--- src/rtl/mips_pkg.sv ---
// mips_pkg -- shared constants and helpers for the MIPS front end.
//   XLEN / INSTR_W / JIDX_W : address, instruction and J-type index widths
//   RESET_PC_DEFAULT        : default PC loaded on reset
//   NOP_WORD_DEFAULT        : default instruction word used as a bubble
//   pc_sel_e                : next-PC source chosen by pc_reg
package mips_pkg;

  localparam int unsigned XLEN    = 32;
  localparam int unsigned INSTR_W = 32;
  localparam int unsigned JIDX_W  = 26;

  localparam logic [XLEN-1:0]    RESET_PC_DEFAULT = 32'h0000_0000;
  localparam logic [INSTR_W-1:0] NOP_WORD_DEFAULT = 32'h0000_0000;

  typedef enum logic [1:0] {
    PC_SEQ    = 2'd0,
    PC_HOLD   = 2'd1,
    PC_BRANCH = 2'd2,
    PC_JUMP   = 2'd3
  } pc_sel_e;

  // Every address loaded into the PC is forced word-aligned.
  function automatic logic [XLEN-1:0] word_align(input logic [XLEN-1:0] addr);
    return {addr[XLEN-1:2], 2'b00};
  endfunction

  // J-type target: region bits come from the sequential address, not the PC.
  function automatic logic [XLEN-1:0] jump_addr(input logic [XLEN-1:0]   pc_plus4,
                                                input logic [JIDX_W-1:0] index);
    return {pc_plus4[XLEN-1:XLEN-4], index, 2'b00};
  endfunction

endpackage

--- src/rtl/pc_reg.sv ---
// pc_reg -- program counter with next-PC priority select.
//   clk, rst          : clock, synchronous active-high reset
//   stall             : hold the PC (lowest-priority override)
//   branch_taken      : load branch_target
//   branch_target     : resolved branch address
//   jump              : load the J-type address (beats branch_taken)
//   jump_index        : J-type instr_index field
//   pc                : current PC (registered, drives the fetch address)
//   pc_plus4          : pc + 4, wrapping at 2^32
//   redirect          : jump or branch_taken is steering the next PC
module pc_reg
  import mips_pkg::*;
#(
  parameter logic [XLEN-1:0] RESET_PC = RESET_PC_DEFAULT
) (
  input  logic              clk,
  input  logic              rst,
  input  logic              stall,
  input  logic              branch_taken,
  input  logic [XLEN-1:0]   branch_target,
  input  logic              jump,
  input  logic [JIDX_W-1:0] jump_index,
  output logic [XLEN-1:0]   pc,
  output logic [XLEN-1:0]   pc_plus4,
  output logic              redirect
);

  logic [XLEN-1:0] pc_q;
  logic [XLEN-1:0] pc_d;
  pc_sel_e         pc_sel;

  always_comb begin
    pc_plus4 = pc_q + 32'd4;
    redirect = jump | branch_taken;

    if (jump)              pc_sel = PC_JUMP;
    else if (branch_taken) pc_sel = PC_BRANCH;
    else if (stall)        pc_sel = PC_HOLD;
    else                   pc_sel = PC_SEQ;

    pc_d = pc_plus4;
    unique case (pc_sel)
      PC_JUMP:   pc_d = jump_addr(pc_plus4, jump_index);
      PC_BRANCH: pc_d = word_align(branch_target);
      PC_HOLD:   pc_d = pc_q;
      PC_SEQ:    pc_d = pc_plus4;
      default:   pc_d = pc_plus4;
    endcase
  end

  always_ff @(posedge clk) begin
    if (rst) pc_q <= word_align(RESET_PC);
    else     pc_q <= pc_d;
  end

  assign pc = pc_q;

endmodule

--- src/rtl/if_stage.sv ---
// if_stage -- instruction fetch stage with IF/ID pipeline register.
//   clk, rst          : clock, synchronous active-high reset
//   stall             : hold PC and IF/ID
//   flush             : squash IF/ID to a bubble
//   branch_taken      : redirect to branch_target
//   branch_target     : resolved branch address
//   jump              : redirect to the J-type address
//   jump_index        : J-type instr_index field
//   imem_pc           : fetch address (straight from the PC flop)
//   imem_instruction  : memory word for imem_pc, same cycle
//   ifid_instruction  : registered instruction for decode
//   ifid_pc_plus4     : registered PC+4 of that instruction
//   ifid_valid        : IF/ID holds a real instruction
//   fetch_count       : instructions accepted into IF/ID
module if_stage
  import mips_pkg::*;
#(
  parameter logic [XLEN-1:0]    RESET_PC = RESET_PC_DEFAULT,
  parameter logic [INSTR_W-1:0] NOP_WORD = NOP_WORD_DEFAULT
) (
  input  logic               clk,
  input  logic               rst,
  input  logic               stall,
  input  logic               flush,
  input  logic               branch_taken,
  input  logic [XLEN-1:0]    branch_target,
  input  logic               jump,
  input  logic [JIDX_W-1:0]  jump_index,
  output logic [XLEN-1:0]    imem_pc,
  input  logic [INSTR_W-1:0] imem_instruction,
  output logic [INSTR_W-1:0] ifid_instruction,
  output logic [XLEN-1:0]    ifid_pc_plus4,
  output logic               ifid_valid,
  output logic [31:0]        fetch_count
);

  logic [XLEN-1:0]    pc_plus4;
  logic               redirect;

  logic [INSTR_W-1:0] ifid_instruction_q, ifid_instruction_d;
  logic [XLEN-1:0]    ifid_pc_plus4_q,    ifid_pc_plus4_d;
  logic               ifid_valid_q,       ifid_valid_d;
  logic [31:0]        fetch_count_q,      fetch_count_d;

  pc_reg #(
    .RESET_PC (RESET_PC)
  ) u_pc_reg (
    .clk           (clk),
    .rst           (rst),
    .stall         (stall),
    .branch_taken  (branch_taken),
    .branch_target (branch_target),
    .jump          (jump),
    .jump_index    (jump_index),
    .pc            (imem_pc),
    .pc_plus4      (pc_plus4),
    .redirect      (redirect)
  );

  // The word being fetched during a redirect is on the wrong path, so it is
  // replaced by a bubble even under stall; that bubble is the one-cycle cost.
  // Bubbles still record pc_plus4 so the IF/ID address stays traceable.
  always_comb begin
    ifid_instruction_d = ifid_instruction_q;
    ifid_pc_plus4_d    = ifid_pc_plus4_q;
    ifid_valid_d       = ifid_valid_q;
    fetch_count_d      = fetch_count_q;

    if (redirect || flush) begin
      ifid_instruction_d = NOP_WORD;
      ifid_pc_plus4_d    = pc_plus4;
      ifid_valid_d       = 1'b0;
    end else if (!stall) begin
      ifid_instruction_d = imem_instruction;
      ifid_pc_plus4_d    = pc_plus4;
      ifid_valid_d       = 1'b1;
      fetch_count_d      = fetch_count_q + 32'd1;
    end
  end

  always_ff @(posedge clk) begin
    if (rst) begin
      ifid_instruction_q <= NOP_WORD;
      ifid_pc_plus4_q    <= '0;
      ifid_valid_q       <= 1'b0;
      fetch_count_q      <= '0;
    end else begin
      ifid_instruction_q <= ifid_instruction_d;
      ifid_pc_plus4_q    <= ifid_pc_plus4_d;
      ifid_valid_q       <= ifid_valid_d;
      fetch_count_q      <= fetch_count_d;
    end
  end

  assign ifid_instruction = ifid_instruction_q;
  assign ifid_pc_plus4    = ifid_pc_plus4_q;
  assign ifid_valid       = ifid_valid_q;
  assign fetch_count      = fetch_count_q;

endmodule

--- config.mk ---
export PLATFORM = sky130hd
export DESIGN_NAME = if_stage
export DESIGN_NICKNAME = d
export VERILOG_FILES = /design/src/rtl/mips_pkg.sv /design/src/rtl/pc_reg.sv /design/src/rtl/if_stage.sv
export SDC_FILE = /design/constraint.sdc
export NUM_CORES = 1
export LEC_CHECK = 0
export ABC_AREA = 1
export CAP_MARGIN = 40
export CORE_ASPECT_RATIO = 1.2
export CORE_MARGIN = 2
export CORE_UTILIZATION = 58
export DETAILED_ROUTE_END_ITERATION = 8
export DONT_BUFFER_PORTS = 1
export PLACE_DENSITY = 0.82
export SLEW_MARGIN = 20
export SYNTH_ARGS = -nofsm -noshare
export SYNTH_HDL_FRONTEND = slang
export SYNTH_HIERARCHICAL = 1
export SYNTH_SLANG_ARGS = --single-unit
--- constraint.sdc ---
create_clock -name clk -period 1.6 [get_ports clk]
set_input_delay 0.24 -clock clk [delete_from_list [all_inputs] [get_ports clk]]
set_output_delay 0.24 -clock clk [all_outputs]
set_load 0.02 [all_outputs]
==> results.sh <==
export IMPL_yosys_warnings=6
export IMPL_finalMaxSlewViolations=0
export IMPL_nets=1125
export IMPL_cp_start_kind="flop"
export IMPL_drc=0
export IMPL_fin_crit_sh=0.985
export IMPL_hold_start="branch_target[9]"
export IMPL_highest_layer="met4"
export IMPL_fin_skew_ns=0.0144
export IMPL_drive_gt1_frac=0.193
export IMPL_status="complete, no violations"
export IMPL_multi_input_area_um2=3550
export IMPL_grt_pass1_vias=6342
export IMPL_met3_length_um=1590
export IMPL_initial_core_util=0.590
export IMPL_io_buffer_count=0
export IMPL_clock_power_share=0.500
export IMPL_dr_total_vias=6667
export IMPL_dp_hpwl_um=12800
export IMPL_synth_seq_area_share=0.394
export IMPL_grt_pass1_wl_um=30400
export IMPL_cts_made_buffers=17
export IMPL_finalHoldViolations=0
export IMPL_rsz0062_at_grt="true"
export IMPL_cts_sinks=127
export IMPL_ys_ff_latch=127
export IMPL_crit_path_end_kind="flop"
export IMPL_cellPowerDensity_nw_per_um2=1050
export IMPL_drt_iter0_drc=389
export IMPL_wl_per_cell_um=16.6
export IMPL_cp_data_required_time_ns=1.90
export IMPL_path_max_fanout=5
export IMPL_syn_inst=930
export IMPL_timing_fmax_ghz=0.635
export IMPL_register_area_um2=2560
export IMPL_slew_headroom=0.557
export IMPL_power_internal_mw=6.38
export IMPL_grt_max_degree=42
export IMPL_syn2layout_area_growth_pct=26.6
export IMPL_synth_top_area_cell="dfxtp_1"
export IMPL_arrival_ns=1.87
export IMPL_p_switching_mw=2.16
export IMPL_cts_tree="built"
export IMPL_h_tree_depth=4
export IMPL_pwr_share_comb=0.092
export IMPL_hold_worst_slack_ns=0.0241
export IMPL_hold_class="in -> reg"
export IMPL_drv_cap=0
export IMPL_synth_edff_count=0
export IMPL_async_flop_share=0
export IMPL_seqPwrFrac=0.408
export IMPL_setup_viol=0
export IMPL_wl_met1_um=7280
export IMPL_timing_rr_start="u_pc_reg/pc[2]"
export IMPL_switching_share=0.253
export IMPL_power_mw=8.54
export IMPL_p_leak_nw=3.47
export IMPL_tightest_slew_ns=0.658
export IMPL_via_per_inst=5.69
export IMPL_worst_setup_path_type="reg -> reg"
export IMPL_netlist_area_um2=6450
export IMPL_clkTransAtPathRegs_ns=0.06
export IMPL_fin_crit_ns=1.58
export IMPL_syn_area_per_cell_um2=6.93
export IMPL_postRouteAntennaNets=0
export IMPL_synth_top_area_share=0.394
export IMPL_worst_ir_drop_vdd_mv=0.588
export IMPL_core_area_um2=10900
export IMPL_io_pins=225
export IMPL_dr_pass1_iters=6
export IMPL_ys_flop_type="dfxtp_1"
export IMPL_startpoint="u_pc_reg/pc[2]"
export IMPL_synth_area_top_cells="dfxtp_1 39%, nand2_1 14%, nor2_1 8.5%"
export IMPL_ys_types=41
export IMPL_fillers=785
export IMPL_die_area_um2=12000
export IMPL_cts_root_buf="clkbuf_16"
export IMPL_grt_ovfl_total=0
export IMPL_track_usage=0.319
export IMPL_die_height_um=120
export IMPL_antenna_found_initial=0
export IMPL_cts_buffer_depth=2
export IMPL_routed_wl_um=19400
export IMPL_routed_wl_met2_um=9930
export IMPL_synth_common_cells="242 x nand2_1, 146 x nor2_1, 127 x dfxtp_1, 75 x a21oi_1, 68 x o21ai_0"
export IMPL_synth_most_common_cell="nand2_1"
export IMPL_die_w_um=100
export IMPL_clk_latency_ns=0.41
export IMPL_num_rows=42
export IMPL_gp_congestion=0.951
export IMPL_insertedDiodeCount=0
## per-stage QoR
step / setup TNS [ns] / setup WS, ns / utilization / instance area [um^2] / std cells
after floorplan: -0.000733 / -0.000733 / - / 6470 / 933
after global placement: 0 / 0.0260 / 0.643 / 7030 / 1101
after detailed placement: -0.0201 / -0.0201 / 0.643 / 7030 / 1101
after CTS: 0 / 0.00992 / 0.737 / 8050 / 1168
after global routing: -0.0941 / -0.0371 / 0.747 / 8170 / 1172
final: 0 / 0.0245 / 0.747 / 8170 / 1172
## power groups by stage
| stage | sequential [mW] | combinational, mW | clock [mW] |
|---|---|---|---|
| after floorplan | 3.60 | 0.407 | 0 |
| after global placement | 3.54 | 0.658 | 0 |
| after detailed placement | 3.54 | 0.670 | 0 |
| after CTS | 3.48 | 0.761 | 4.32 |
| after global routing | 3.50 | 0.859 | 4.47 |
| final | 3.48 | 0.784 | 4.27 |
## final cells by class
type,count,area share
Inverter,70,0.0328
Clock buffer,19,0.0568
Timing Repair Buffer,116,0.118
Tap cell,132,0.0202
Multi-Input combinational cell,695,0.434
Clock inverter,13,0.0241
Sequential cell,127,0.314
## worst paths after layout
check | endpoint | slack (ns) | depth (start not counted)
setup / recovery | ifid_pc_plus4[20] | 0.02 | 9
hold / removal | u_pc_reg/pc[9] | 0.02 | 2
setup reg to reg | ifid_pc_plus4[20] | 0.02 | 9
hold reg to reg | fetch_count[7] | 0.52 | 2
## metal layers
layer,vias to the layer above,track usage
li1,3209,-
met1,3066,0.356
met2,338,0.562
met3,54,0.0804
met4,0,0.151
met5,-,0
## worst max-delay path, cell delays in order (launching register included)
cell and delay (ns):
dfxtp_4 0.38, ha_4 0.16, nand2_1 0.07, nor2_2 0.16, nand2_4 0.12, nor2_8 0.14, nand3_2 0.08, and2_1 0.15
o21ai_0 0.15, nor2_1 0.06
## what timing repair did
action,CTS,global route
hold buffers,34,0
pin swaps,2,7
gates resized for setup,2,30
endpoints found under the setup margin,3,25
setup buffers,1,4
hold endpoints to repair,42,0
## cell usage in the layout (no fill, tap or decap), types with 4 or more instances in the layout
master	count
nand2_1	239
nand2_4	5
nand3_2	7
a221oi_1	22
inv_2	5
nand2_2	9
xor2_1	8
clkbuf_16	18
nand4_1	10
inv_6	6
nor2_2	16
inv_1	63
nand3_1	33
dfxtp_2	10
and2_1	7
nor2_1	139
dlygate4sd3_1	33
buf_4	81
conb_1	4
o21ai_1	10
bufinv_16	4
o21bai_1	4
nor2_8	4
o21ai_0	63
nor2_4	14
a21oi_1	75
dfxtp_1	115
## kinds of logic after synthesis
| kind of cell | count (synthesis) | synth area share |
|---|---|---|
| xor gates and xnor gates | 16 | 0.0276 |
| adders and majority gates | 2 | 0.00388 |
| other | 1 | 0.000582 |
| AOI/OAI and AO/OA | 180 | 0.157 |
| buffers and inverters | 111 | 0.0702 |
| DFF | 127 | 0.394 |
| and+or+nand+nor | 493 | 0.347 |
No activity file was read; power rests on OpenSTA's default activity.
